## config.mk

```make
export PLATFORM = sky130hd
export DESIGN_NAME = serdesphy_pdn_seq_flat
export DESIGN_NICKNAME = d
export VERILOG_FILES = /design/src/rtl/serdesphy_pdn_seq_if.sv /design/src/rtl/serdesphy_pdn_seq.sv /design/src/flat_wrapper.sv
export SDC_FILE = /design/constraint.sdc
export NUM_CORES = 1
export LEC_CHECK = 0
export CORE_ASPECT_RATIO = 0.8
export CORE_MARGIN = 2
export CORE_UTILIZATION = 39
export DETAILED_ROUTE_END_ITERATION = 16
export PLACE_DENSITY_LB_ADDON = 0.05
export SKIP_LAST_GASP = 1
export SYNTH_ARGS = -nofsm -noshare
export SYNTH_HDL_FRONTEND = slang
export SYNTH_SLANG_ARGS = --single-unit
```

## constraint.sdc

```tcl
create_clock -name clk -period 2.2 [get_ports clk]
set_input_delay 0.22 -clock clk [delete_from_list [all_inputs] [get_ports clk]]
set_output_delay 0.22 -clock clk [all_outputs]
set_load 0.03 [all_outputs]
```

## src/rtl/serdesphy_pdn_seq_if.sv

```systemverilog
// Handshake/status bundle for serdesphy_pdn_seq.
// slave: the sequencer side. master: the CSR/datapath/supervisor side.
interface serdesphy_pdn_seq_if;
    logic dvdd_ok;
    logic avdd_ok;
    logic por_complete;
    logic pdn_req;
    logic quiesce_ack;
    logic fault_clr;
    logic quiesce_req;
    logic analog_iso_n;
    logic analog_reset_n;
    logic digital_reset_n;
    logic pdn_active;
    logic pdn_done;
    logic pdn_fault;

    modport slave (
        input  dvdd_ok, avdd_ok, por_complete, pdn_req, quiesce_ack, fault_clr,
        output quiesce_req, analog_iso_n, analog_reset_n, digital_reset_n,
               pdn_active, pdn_done, pdn_fault
    );

    modport master (
        output dvdd_ok, avdd_ok, por_complete, pdn_req, quiesce_ack, fault_clr,
        input  quiesce_req, analog_iso_n, analog_reset_n, digital_reset_n,
               pdn_active, pdn_done, pdn_fault
    );
endinterface

```

## src/rtl/serdesphy_pdn_seq.sv

```systemverilog
// Power-down/wake sequencer. Shutdown order: quiesce, analog isolation,
// analog reset, digital reset; wake releases them in reverse order.
// Iso/reset outputs are override terms (1 = no override), ANDed downstream
// with the POR controller outputs.
// Optional macro SERDESPHY_PDN_TIMEOUT_EN: bounds the quiesce wait to
// QUIESCE_TIMEOUT cycles, then flags pdn_fault and proceeds to isolation.
module serdesphy_pdn_seq #(
    parameter int unsigned ISO_TIME        = 15,
    parameter int unsigned RST_TIME        = 10,
    parameter int unsigned QUIESCE_TIMEOUT = 64
) (
    input  logic                 clk,
    input  logic                 rst_n_in,
    serdesphy_pdn_seq_if.slave   bus
);

    typedef enum logic [3:0] {
        WAIT_POR = 4'd0,
        ACTIVE   = 4'd1,
        QUIESCE  = 4'd2,
        ISO      = 4'd3,
        ARST     = 4'd4,
        DRST     = 4'd5,
        OFF      = 4'd6,
        WAKE_D   = 4'd7,
        WAKE_A   = 4'd8,
        WAKE_ISO = 4'd9,
        EMERG    = 4'd10
    } state_t;

    localparam logic [15:0] ISO_LD = 16'(ISO_TIME);
    localparam logic [15:0] RST_LD = 16'(RST_TIME);
    localparam logic [15:0] QTO_LD = 16'(QUIESCE_TIMEOUT);

    state_t      state, state_nxt;
    logic [15:0] timer, timer_nxt;
    logic        timeout_fault;
    logic        supplies_ok;

    logic q_r, iso_r, ar_r, dr_r, act_r, done_r, fault_r;
    logic q_nxt, iso_nxt, ar_nxt, dr_nxt, act_nxt, done_nxt, fault_nxt;

    assign supplies_ok = bus.dvdd_ok & bus.avdd_ok;

    // State, timer and registered outputs.
    always_ff @(posedge clk or negedge rst_n_in) begin
        if (!rst_n_in) begin
            state   <= WAIT_POR;
            timer   <= '0;
            q_r     <= 1'b0;
            iso_r   <= 1'b1;
            ar_r    <= 1'b1;
            dr_r    <= 1'b1;
            act_r   <= 1'b0;
            done_r  <= 1'b0;
            fault_r <= 1'b0;
        end else begin
            state   <= state_nxt;
            timer   <= timer_nxt;
            q_r     <= q_nxt;
            iso_r   <= iso_nxt;
            ar_r    <= ar_nxt;
            dr_r    <= dr_nxt;
            act_r   <= act_nxt;
            done_r  <= done_nxt;
            fault_r <= fault_nxt;
        end
    end

    // Next state and timer: timed states load on entry and exit when the timer reads 0.
    always_comb begin
        state_nxt     = state;
        timer_nxt     = (timer == '0) ? '0 : timer - 16'd1;
        timeout_fault = 1'b0;
        case (state)
            WAIT_POR: if (bus.por_complete) state_nxt = ACTIVE;
            ACTIVE: begin
                if (!supplies_ok) state_nxt = EMERG;
                else if (bus.pdn_req) begin
                    state_nxt = QUIESCE;
                    timer_nxt = QTO_LD;
                end
            end
            QUIESCE: begin
                if (!supplies_ok) state_nxt = EMERG;
                else if (!bus.pdn_req) state_nxt = ACTIVE;
                else if (bus.quiesce_ack) begin
                    state_nxt = ISO;
                    timer_nxt = ISO_LD;
                end
`ifdef SERDESPHY_PDN_TIMEOUT_EN
                else if (timer == '0) begin
                    state_nxt     = ISO;
                    timer_nxt     = ISO_LD;
                    timeout_fault = 1'b1;
                end
`endif
            end
            ISO: begin
                if (!supplies_ok) state_nxt = EMERG;
                else if (timer == '0) begin
                    state_nxt = ARST;
                    timer_nxt = RST_LD;
                end
            end
            ARST: begin
                if (!supplies_ok) state_nxt = EMERG;
                else if (timer == '0) begin
                    state_nxt = DRST;
                    timer_nxt = RST_LD;
                end
            end
            DRST: begin
                if (!supplies_ok) state_nxt = EMERG;
                else if (timer == '0) state_nxt = OFF;
            end
            OFF: begin
                if (!bus.por_complete) state_nxt = WAIT_POR;
                else if (!bus.pdn_req && supplies_ok) begin
                    state_nxt = WAKE_D;
                    timer_nxt = RST_LD;
                end
            end
            WAKE_D: begin
                if (!supplies_ok) state_nxt = EMERG;
                else if (timer == '0) begin
                    state_nxt = WAKE_A;
                    timer_nxt = ISO_LD;
                end
            end
            WAKE_A: begin
                if (!supplies_ok) state_nxt = EMERG;
                else if (timer == '0) state_nxt = WAKE_ISO;
            end
            WAKE_ISO: state_nxt = supplies_ok ? ACTIVE : EMERG;
            EMERG:    state_nxt = OFF;
            default:  state_nxt = EMERG;
        endcase
    end

    // Output values decoded from the state being entered, so they register on entry.
    always_comb begin
        q_nxt    = 1'b0;
        iso_nxt  = 1'b1;
        ar_nxt   = 1'b1;
        dr_nxt   = 1'b1;
        act_nxt  = 1'b0;
        done_nxt = 1'b0;
        case (state_nxt)
            QUIESCE: begin
                q_nxt = 1'b1; act_nxt = 1'b1;
            end
            ISO: begin
                q_nxt = 1'b1; act_nxt = 1'b1; iso_nxt = 1'b0;
            end
            ARST: begin
                q_nxt = 1'b1; act_nxt = 1'b1; iso_nxt = 1'b0; ar_nxt = 1'b0;
            end
            DRST: begin
                q_nxt = 1'b1; act_nxt = 1'b1; iso_nxt = 1'b0; ar_nxt = 1'b0; dr_nxt = 1'b0;
            end
            // quiesce_req keeps whatever the entry path left: 1 after DRST, 0 after EMERG.
            OFF: begin
                q_nxt = q_r; done_nxt = 1'b1; iso_nxt = 1'b0; ar_nxt = 1'b0; dr_nxt = 1'b0;
            end
            WAKE_D: begin
                act_nxt = 1'b1; iso_nxt = 1'b0; ar_nxt = 1'b0;
            end
            WAKE_A: begin
                act_nxt = 1'b1; iso_nxt = 1'b0;
            end
            WAKE_ISO: act_nxt = 1'b1;
            EMERG: begin
                act_nxt = 1'b1; iso_nxt = 1'b0; ar_nxt = 1'b0; dr_nxt = 1'b0;
            end
            default: ;
        endcase
        if ((state_nxt == EMERG) || timeout_fault) fault_nxt = 1'b1;
        else if (bus.fault_clr)                    fault_nxt = 1'b0;
        else                                       fault_nxt = fault_r;
    end

    assign bus.quiesce_req     = q_r;
    assign bus.analog_iso_n    = iso_r;
    assign bus.analog_reset_n  = ar_r;
    assign bus.digital_reset_n = dr_r;
    assign bus.pdn_active      = act_r;
    assign bus.pdn_done        = done_r;
    assign bus.pdn_fault       = fault_r;

endmodule

```

## src/flat_wrapper.sv

```systemverilog
// flat-port wrapper written by rule: the top's interface ports become plain ports
module serdesphy_pdn_seq_flat 
#(
    parameter int unsigned ISO_TIME        = 15,
    parameter int unsigned RST_TIME        = 10,
    parameter int unsigned QUIESCE_TIMEOUT = 64
)
  (clk, rst_n_in, bus_dvdd_ok, bus_avdd_ok, bus_por_complete, bus_pdn_req, bus_quiesce_ack, bus_fault_clr, bus_quiesce_req, bus_analog_iso_n, bus_analog_reset_n, bus_digital_reset_n, bus_pdn_active, bus_pdn_done, bus_pdn_fault);
  serdesphy_pdn_seq_if bus_i ();
  input  logic clk;
  input  logic rst_n_in;
  input wire logic [$bits(bus_i.dvdd_ok)-1:0] bus_dvdd_ok;
  input wire logic [$bits(bus_i.avdd_ok)-1:0] bus_avdd_ok;
  input wire logic [$bits(bus_i.por_complete)-1:0] bus_por_complete;
  input wire logic [$bits(bus_i.pdn_req)-1:0] bus_pdn_req;
  input wire logic [$bits(bus_i.quiesce_ack)-1:0] bus_quiesce_ack;
  input wire logic [$bits(bus_i.fault_clr)-1:0] bus_fault_clr;
  output wire logic [$bits(bus_i.quiesce_req)-1:0] bus_quiesce_req;
  output wire logic [$bits(bus_i.analog_iso_n)-1:0] bus_analog_iso_n;
  output wire logic [$bits(bus_i.analog_reset_n)-1:0] bus_analog_reset_n;
  output wire logic [$bits(bus_i.digital_reset_n)-1:0] bus_digital_reset_n;
  output wire logic [$bits(bus_i.pdn_active)-1:0] bus_pdn_active;
  output wire logic [$bits(bus_i.pdn_done)-1:0] bus_pdn_done;
  output wire logic [$bits(bus_i.pdn_fault)-1:0] bus_pdn_fault;
  assign bus_i.dvdd_ok = bus_dvdd_ok;
  assign bus_i.avdd_ok = bus_avdd_ok;
  assign bus_i.por_complete = bus_por_complete;
  assign bus_i.pdn_req = bus_pdn_req;
  assign bus_i.quiesce_ack = bus_quiesce_ack;
  assign bus_i.fault_clr = bus_fault_clr;
  assign bus_quiesce_req = bus_i.quiesce_req;
  assign bus_analog_iso_n = bus_i.analog_iso_n;
  assign bus_analog_reset_n = bus_i.analog_reset_n;
  assign bus_digital_reset_n = bus_i.digital_reset_n;
  assign bus_pdn_active = bus_i.pdn_active;
  assign bus_pdn_done = bus_i.pdn_done;
  assign bus_pdn_fault = bus_i.pdn_fault;
  serdesphy_pdn_seq #(.ISO_TIME(ISO_TIME), .RST_TIME(RST_TIME), .QUIESCE_TIMEOUT(QUIESCE_TIMEOUT)) u_core (.clk(clk), .rst_n_in(rst_n_in), .bus(bus_i));
endmodule
```

==> flow_metrics.py, run 1 <==
metrics = {
    "global_route": {
        "met1_usage_pct": 25.5,
        "grt_pass1_vias": 1549,
        "track_usage_pct": 18.7,
        "grt_max_degree": 28,
        "grt_pass1_wl_mm": 7.28,
        "globalRoute.busiestLayer": "met2",
        "antenna_found_initial": 0,
        "grt_overflow": 0,
        "use_met2_pct": 30.8,
        "grtUsageMet3_pct": 3.34,
    },
    "die": {
        "ios": 15,
        "die_area_mm2": 0.00480,
        "die_y_um": 62.4,
        "die_w_um": 77.0,
        "start_util_pct": 40.2,
        "fp-row-count": 21,
        "core_mm2": 0.00413,
    },
    "critical_path": {
        "crit_arrival_ns": 2.56,
        "cp_data_required_time_ns": 2.39,
        "startpoint_type": "flip-flop",
        "crit_fanout": 5,
        "crit_path_end_kind": "flip-flop",
        "rr_worst_depth": 8,
        "crit_type": "flip-flop to flip-flop",
    },
    "clock_network": {
        "cts_tree": "done",
        "cts_sinks": 27,
        "cts_hold_buffers": 0,
        "cts_buffers": 3,
        "path_clk_slew_ns": 0.10,
        "cts.path.max_buffers": 2,
        "clk_latency_ns": 0.27,
        "htree_levels": 1,
        "cts-root-buf": "clkbuf_8",
    },
    "sta": {
        "clock-skew-final_ns": 0.0126,
        "tightest_slew_ns": 0.547,
        "hold_viol_final": 0,
        "drv_slew": 0,
        "finalCritPeriodShare_pct": 107,
        "slew_headroom_pct": 63.3,
        "setup_ws_ns": -0.164,
        "period_minus_slack_ns": 2.36,
        "rsz0062_at_grt": "true",
        "tns_ns": -1.15,
        "setup_viol": 10,
        "hold_slack_ns": 0.312,
        "fmax_mhz": 423,
    },
    "logic_synthesis": {
        "synth_edf_count": 0,
        "syn_avg_cell_area_um2": 8.88,
        "async_flop_share_pct": 100,
        "syn_inst": 187,
        "ys_seq_elements": 27,
        "yosys-top-cells-area": "dfrtp_1 36%, nor2_1 5.2%, nand2_1 5.0%, dfstp_2 4.7%, xnor2_1 3.7%",
        "yosys_warnings": 0,
        "synth_cell_types": 49,
        "synth.most_common_cell": "dfrtp_1",
        "synth_area_leader_cell": "dfrtp_1",
        "synth.net_count": 196,
        "ys_seq_area_share_pct": 40.9,
        "syn-cell-area_mm2": 0.00166,
        "synth_flop_cell": "dfrtp_1",
        "synth_top_area_share_pct": 36.2,
        "netlist_top_cells_count": "24 x dfrtp_1, 23 x nor2_1, 22 x nand2_1",
    },
    "drt": {
        "drtPass1Iterations": 4,
        "ant_nets": 0,
        "wl_per_cell_um": 13.6,
        "vias_per_cell": 5.08,
        "drc": 0,
        "totalWireLength_mm": 4.05,
        "vias": 1509,
        "drt_iter0_markers": 66,
    },
    "place": {
        "hpwl_mm": 2.97,
        "portBuffers": 14,
        "place_area_mm2": 0.00217,
        "gp_congestion": 0.816,
        "dp_cells": 290,
        "dp_slack_ns": -0.174,
    },
    "cells_and_area": {
        "finalInstanceArea_mm2": 0.00237,
        "n_fill_cell": 378,
        "drive_above_1_share_pct": 29.6,
        "nNetsFinal": 250,
        "ff_latch_area_um2": 679,
        "layoutNonFillerInstCount": 297,
        "antenna_cells": 0,
        "syn_to_final_growth_pct": 42.7,
        "multi_input_area_mm2": 0.00103,
    },
    "power": {
        "power_leakage_nw": 1.03,
        "pwr_density_cell_mw_per_mm2": 1510,
        "vdd_drop_max_v": 0.000764,
    },
    "hold_path": {
        "hp-class": "primary input to async pin",
    },
    "run_status": {
        "status": "finished with violations",
        "violations": "setup timing",
    },
    "job": {
        "drv_cap": 0,
    },
}
## timing repair
item | CTS | global route
pin swaps | 6 | 7
endpoints found under the setup margin | 24 | 26
buffers inserted | 2 | 0
resized for setup | 12 | 9
gates cloned | 1 | 0
## power breakdown
| part | switching, mW | internal [mW] | leakage [nW] |
|---|---|---|---|
| Combinational | 1.18 | 1.20 | 0.673 |
| Clock | 0.155 | 0.128 | 0.0217 |
| Sequential | 0.180 | 0.725 | 0.337 |
## flip-flops by register name, summed over array words and instances, names as in the netlist
| signal | flops |
|---|---|
| u_core.timer | 16 |
| u_core.state | 4 |
| u_core.bus.analog_iso_n | 1 |
| u_core.bus.analog_reset_n | 1 |
| u_core.bus.digital_reset_n | 1 |
| u_core.bus.pdn_active | 1 |
| u_core.bus.pdn_done | 1 |
| u_core.bus.pdn_fault | 1 |
| u_core.bus.quiesce_req | 1 |
## logic make-up after synthesis
| group | Yosys count | synth area share (%) |
|---|---|---|
| flops | 27 | 40.9 |
| buf+inv | 18 | 4.07 |
| xor+xnor | 13 | 6.86 |
| mux | 3 | 1.88 |
| compound gates | 47 | 20.5 |
| simple gates | 78 | 25.0 |
| fa+ha+maj | 1 | 0.753 |
## cells in the final DEF, fill, tap and decap left out, drive strengths merged, types with 2 or more instances in the layout
| master | Yosys | final |
|---|---|---|
| dfstp | 3 | 3 |
| mux2i | 2 | 2 |
| xnor2 | 7 | 7 |
| o221ai | 2 | 2 |
| or3 | 2 | 2 |
| nor4 | 2 | 2 |
| buf | 1 | 44 |
| o211ai | 2 | 2 |
| a31oi | 2 | 2 |
| a21oi | 11 | 11 |
| nor3b | 3 | 3 |
| inv | 9 | 9 |
| clkbuf | 8 | 3 |
| o32ai | 2 | 2 |
| o31ai | 3 | 3 |
| o22ai | 3 | 3 |
| nor2 | 23 | 23 |
| xor2 | 6 | 6 |
| nor2b | 8 | 8 |
| nand2 | 22 | 22 |
| nand2b | 5 | 5 |
| clkdlybuf4s50 | 0 | 14 |
| a22oi | 2 | 2 |
| dfrtp | 24 | 24 |
| nor3 | 4 | 4 |
| a211oi | 2 | 2 |
| o21ai | 12 | 12 |
## path summary, 6_finish.rpt
path	start	end	slack, ns
min in group clk	bus_fault_clr	u_core.bus.pdn_fault	0.52
hold reg to reg	u_core.bus.pdn_fault	u_core.bus.pdn_fault	0.54
max in group asynchronous	rst_n_in	u_core.bus.analog_iso_n	1.58
setup / recovery	u_core.timer[5]	u_core.bus.pdn_active	-0.16
setup reg to reg	u_core.timer[5]	u_core.bus.pdn_active	-0.16
hold / removal	rst_n_in	u_core.timer[12]	0.31
## metal layers
layer | part of all wire [%] | vias to the layer above
li1 | - | 763
met3 | 2.4 | 6
met4 | 1.1 | 0
met5 | 0 | -
met2 | 50 | 19
met1 | 47 | 721
## per-stage QoR
stage / power [mW] / util [%]
final: 3.57 / 57.4
after global routing: 3.87 / 57.4
after detailed placement: 3.00 / 52.6
after global placement: 2.98 / 52.6
after CTS: 3.51 / 56.1
after floorplan: 2.14 / -
## cell type report
type                       instances  area share (%)
sequential                        27            28.7
timing repair buffer              58            21.3
multi-input combinational        142            43.5
clock buffer                       3            1.74
clock inverter                     1           0.317
inverter                           9            1.43
tap                               57            3.01
## worst max-delay path, cell delays in order (launching register included)
cell	delay, ns
dfrtp_1	0.43
nor4_4	0.32
or4b_4	0.52
nor2b_4	0.19
mux2_4	0.33
o21ai_4	0.19
buf_6	0.13
nor3b_2	0.04
o21ai_1	0.13
(Power assumes the default switching activity.)
==> run 2, diff against run 1 <==
- CELL_PAD_IN_SITES_DETAIL_PLACEMENT: default -> 0
- CELL_PAD_IN_SITES_GLOBAL_PLACEMENT: default -> 1
==> run 2 against run 1 <==
The run still ends with setup timing left. Die area did not move. Cell count rose by 1.0%. Critical path depth did not move. Non-clock buffer count rose by 3. Wire length rose by 5.2%. Setup slack got worse by 0.075 ns. Sequential share of layout area fell by 0.27 points. Count of clock-buffer cells in the layout did not move. Global-route usage fell by 0.099 points. Final area rose by 0.95%. Sequential cell count did not move. Register-to-register slack got worse by 0.08 ns.
==> flow_metrics.py, run 2 (synthesis gave the netlist of run 1 again) <==
metrics = {
    "place": {
        "portBuffers": 14,
        "gp_congestion": 0.841,
        "dp_slack_ns": -0.231,
        "hpwl_mm": 2.99,
        "dp_cells": 285,
    },
    "die": {
        "start_util_pct": 40.2,
        "ios": 15,
        "core_mm2": 0.00413,
        "die_w_um": 77.0,
        "die_area_mm2": 0.00480,
        "die_y_um": 62.4,
        "fp-row-count": 21,
    },
    "global_route": {
        "antenna_found_initial": 0,
        "track_usage_pct": 18.6,
        "grt_max_degree": 28,
        "grt_pass1_vias": 1550,
        "grt_overflow": 0,
        "grt_pass1_wl_mm": 7.25,
    },
    "sta": {
        "tightest_slew_ns": 0.464,
        "setup_viol": 11,
        "drv_slew": 0,
        "finalCritPeriodShare_pct": 111,
        "fmax_mhz": 410,
        "setup_ws_ns": -0.239,
        "hold_viol_final": 0,
        "rsz0062_at_grt": "true",
        "slew_headroom_pct": 69.1,
        "period_minus_slack_ns": 2.44,
        "clock-skew-final_ns": 0.00483,
    },
    "cells_and_area": {
        "top_register": "u_core.timer",
        "final_cell_mix": "40 x buf_4, 24 x dfrtp_1, 23 x nor2_1, 22 x nand2_1, 14 x clkdlybuf4s50_1",
        "largest_register_ffs": 16,
        "drive_above_1_share_pct": 32.1,
        "nNetsFinal": 253,
        "antenna_cells": 0,
        "largestRegisters": "u_core.timer x16, u_core.state x4",
        "final_common_cell": "buf_4",
        "syn_to_final_growth_pct": 44.0,
        "layoutNonFillerInstCount": 300,
    },
    "power": {
        "combPwrFrac_pct": 66.7,
        "power_leakage_nw": 1.06,
        "clkPwrFrac_pct": 8.1,
        "p_int_mw": 2.12,
        "pwr_density_cell_mw_per_mm2": 1540,
        "p_switching_mw": 1.56,
        "seq_power_share_pct": 25.3,
        "vdd_drop_max_v": 0.000879,
        "netSwitchingFraction_pct": 42.4,
    },
    "clock_network": {
        "cts.path.max_buffers": 2,
        "cts_hold_buffers": 0,
        "cts_sinks": 27,
        "path_clk_slew_ns": 0.10,
        "htree_levels": 1,
        "cts_buffers": 3,
        "clk_latency_ns": 0.28,
        "cts-root-buf": "clkbuf_8",
        "cts_tree": "done",
    },
    "critical_path": {
        "crit_family": "simple AND/OR/NAND/NOR gates",
        "crit_arrival_ns": 2.65,
        "startpoint_type": "flip-flop",
        "cpPeakStageDelay_ns": 0.52,
        "rrSetupSlack_ns": -0.24,
        "crit_fanout": 5,
        "crit_type": "flip-flop to flip-flop",
        "cp_slowest_cell": "or4b_4",
        "crit_chain": "nor4_4 > or4b_4 > nor2b_4 > mux2_4 > o21ai_4 > buf_6 > xnor2_2 > a21oi_1",
        "cp_data_required_time_ns": 2.41,
        "path_buf_inv": 1,
        "crit_path_end_kind": "flip-flop",
    },
    "drt": {
        "drtPass1Iterations": 4,
        "ant_nets": 0,
        "vias": 1551,
        "drt_iter0_markers": 161,
        "drc": 0,
        "wl_per_cell_um": 14.2,
        "totalWireLength_mm": 4.26,
        "vias_per_cell": 5.17,
    },
    "run_status": {
        "status": "finished with violations",
        "violations": "setup timing",
    },
    "hold_path": {
        "hp-class": "primary input to async pin",
    },
    "job": {
        "drv_cap": 0,
    },
}
[run 2: power groups by stage]
stage | clock network [mW] | registers, mW | logic, mW
after CTS | 0.311 | 0.921 | 2.23
after global routing | 0.335 | 0.960 | 2.66
after detailed placement | 0 | 0.917 | 2.05
after floorplan | 0 | 0.968 | 1.17
final | 0.296 | 0.929 | 2.45
after global placement | 0 | 0.915 | 2.02
[run 2: area by class of cell]
type                    instances  area, µm²
clock buffers                   3       41.3
fillers                       371       1730
multi-input cells             142       1020
repair buffers                 61        537
well taps                      57       71.3
flip-flops and latches         27        679
inverters                       9       33.8
clock inverters                 1       8.76
[run 2: path summary, 6_finish.rpt]
kind	depth (start not counted)	endpoint	from
min in group clk	2	u_core.bus.pdn_fault	bus_fault_clr
max in group asynchronous	2	u_core.bus.analog_reset_n	rst_n_in
max	8	u_core.bus.digital_reset_n	u_core.timer[3]
min reg2reg	2	u_core.bus.pdn_fault	u_core.bus.pdn_fault
max reg2reg	8	u_core.bus.digital_reset_n	u_core.timer[3]
min	2	u_core.state[1]	rst_n_in
[run 2: per-stage QoR]
stage	instance area [µm²]	power [mW]	hold WS [ns]	TNS, ns	utilization, %
2_1_floorplan	1670	2.14	-0.0756	-0.314	-
3_3_place_gp	2140	2.94	0.528	-1.24	52.0
3_5_place_dp	2140	2.96	0.529	-1.44	52.0
4_1_cts	2290	3.46	0.313	-0.968	55.4
5_1_grt	2390	3.96	0.333	-2.55	58.0
6_report	2390	3.68	0.308	-1.48	58.0
[run 2: layer usage]
layer | GRT usage [%] | part of all wire (%) | vias to the layer above
met3 | 4.36 | 4.7 | 4
met4 | 4.77 | 0.80 | 0
li1 | - | - | 768
met1 | 26.8 | 50 | 738
met5 | 0 | 0 | -
met2 | 28.0 | 45 | 41
[run 2: timing repair]
item / CTS / global route
endpoints found under the hold margin: 0 / 0
endpoints found under the setup margin: 13 / 26
pin swaps: 6 / 12
gates resized for setup: 10 / 13
setup buffers: 6 / 5
[run 2: worst register-to-register path: stages (launching register included)]
cell,delay [ns]
dfrtp_1,0.42
nor4_4,0.32
or4b_4,0.52
nor2b_4,0.19
mux2_4,0.35
o21ai_4,0.23
buf_6,0.14
xnor2_2,0.05
a21oi_1,0.15
==> run 3, diff against run 2 <==
- SLEW_MARGIN: default -> 10
==> results of run 3 <==
Same layout as run 2: the final DEF is identical, and so are final timing and power.
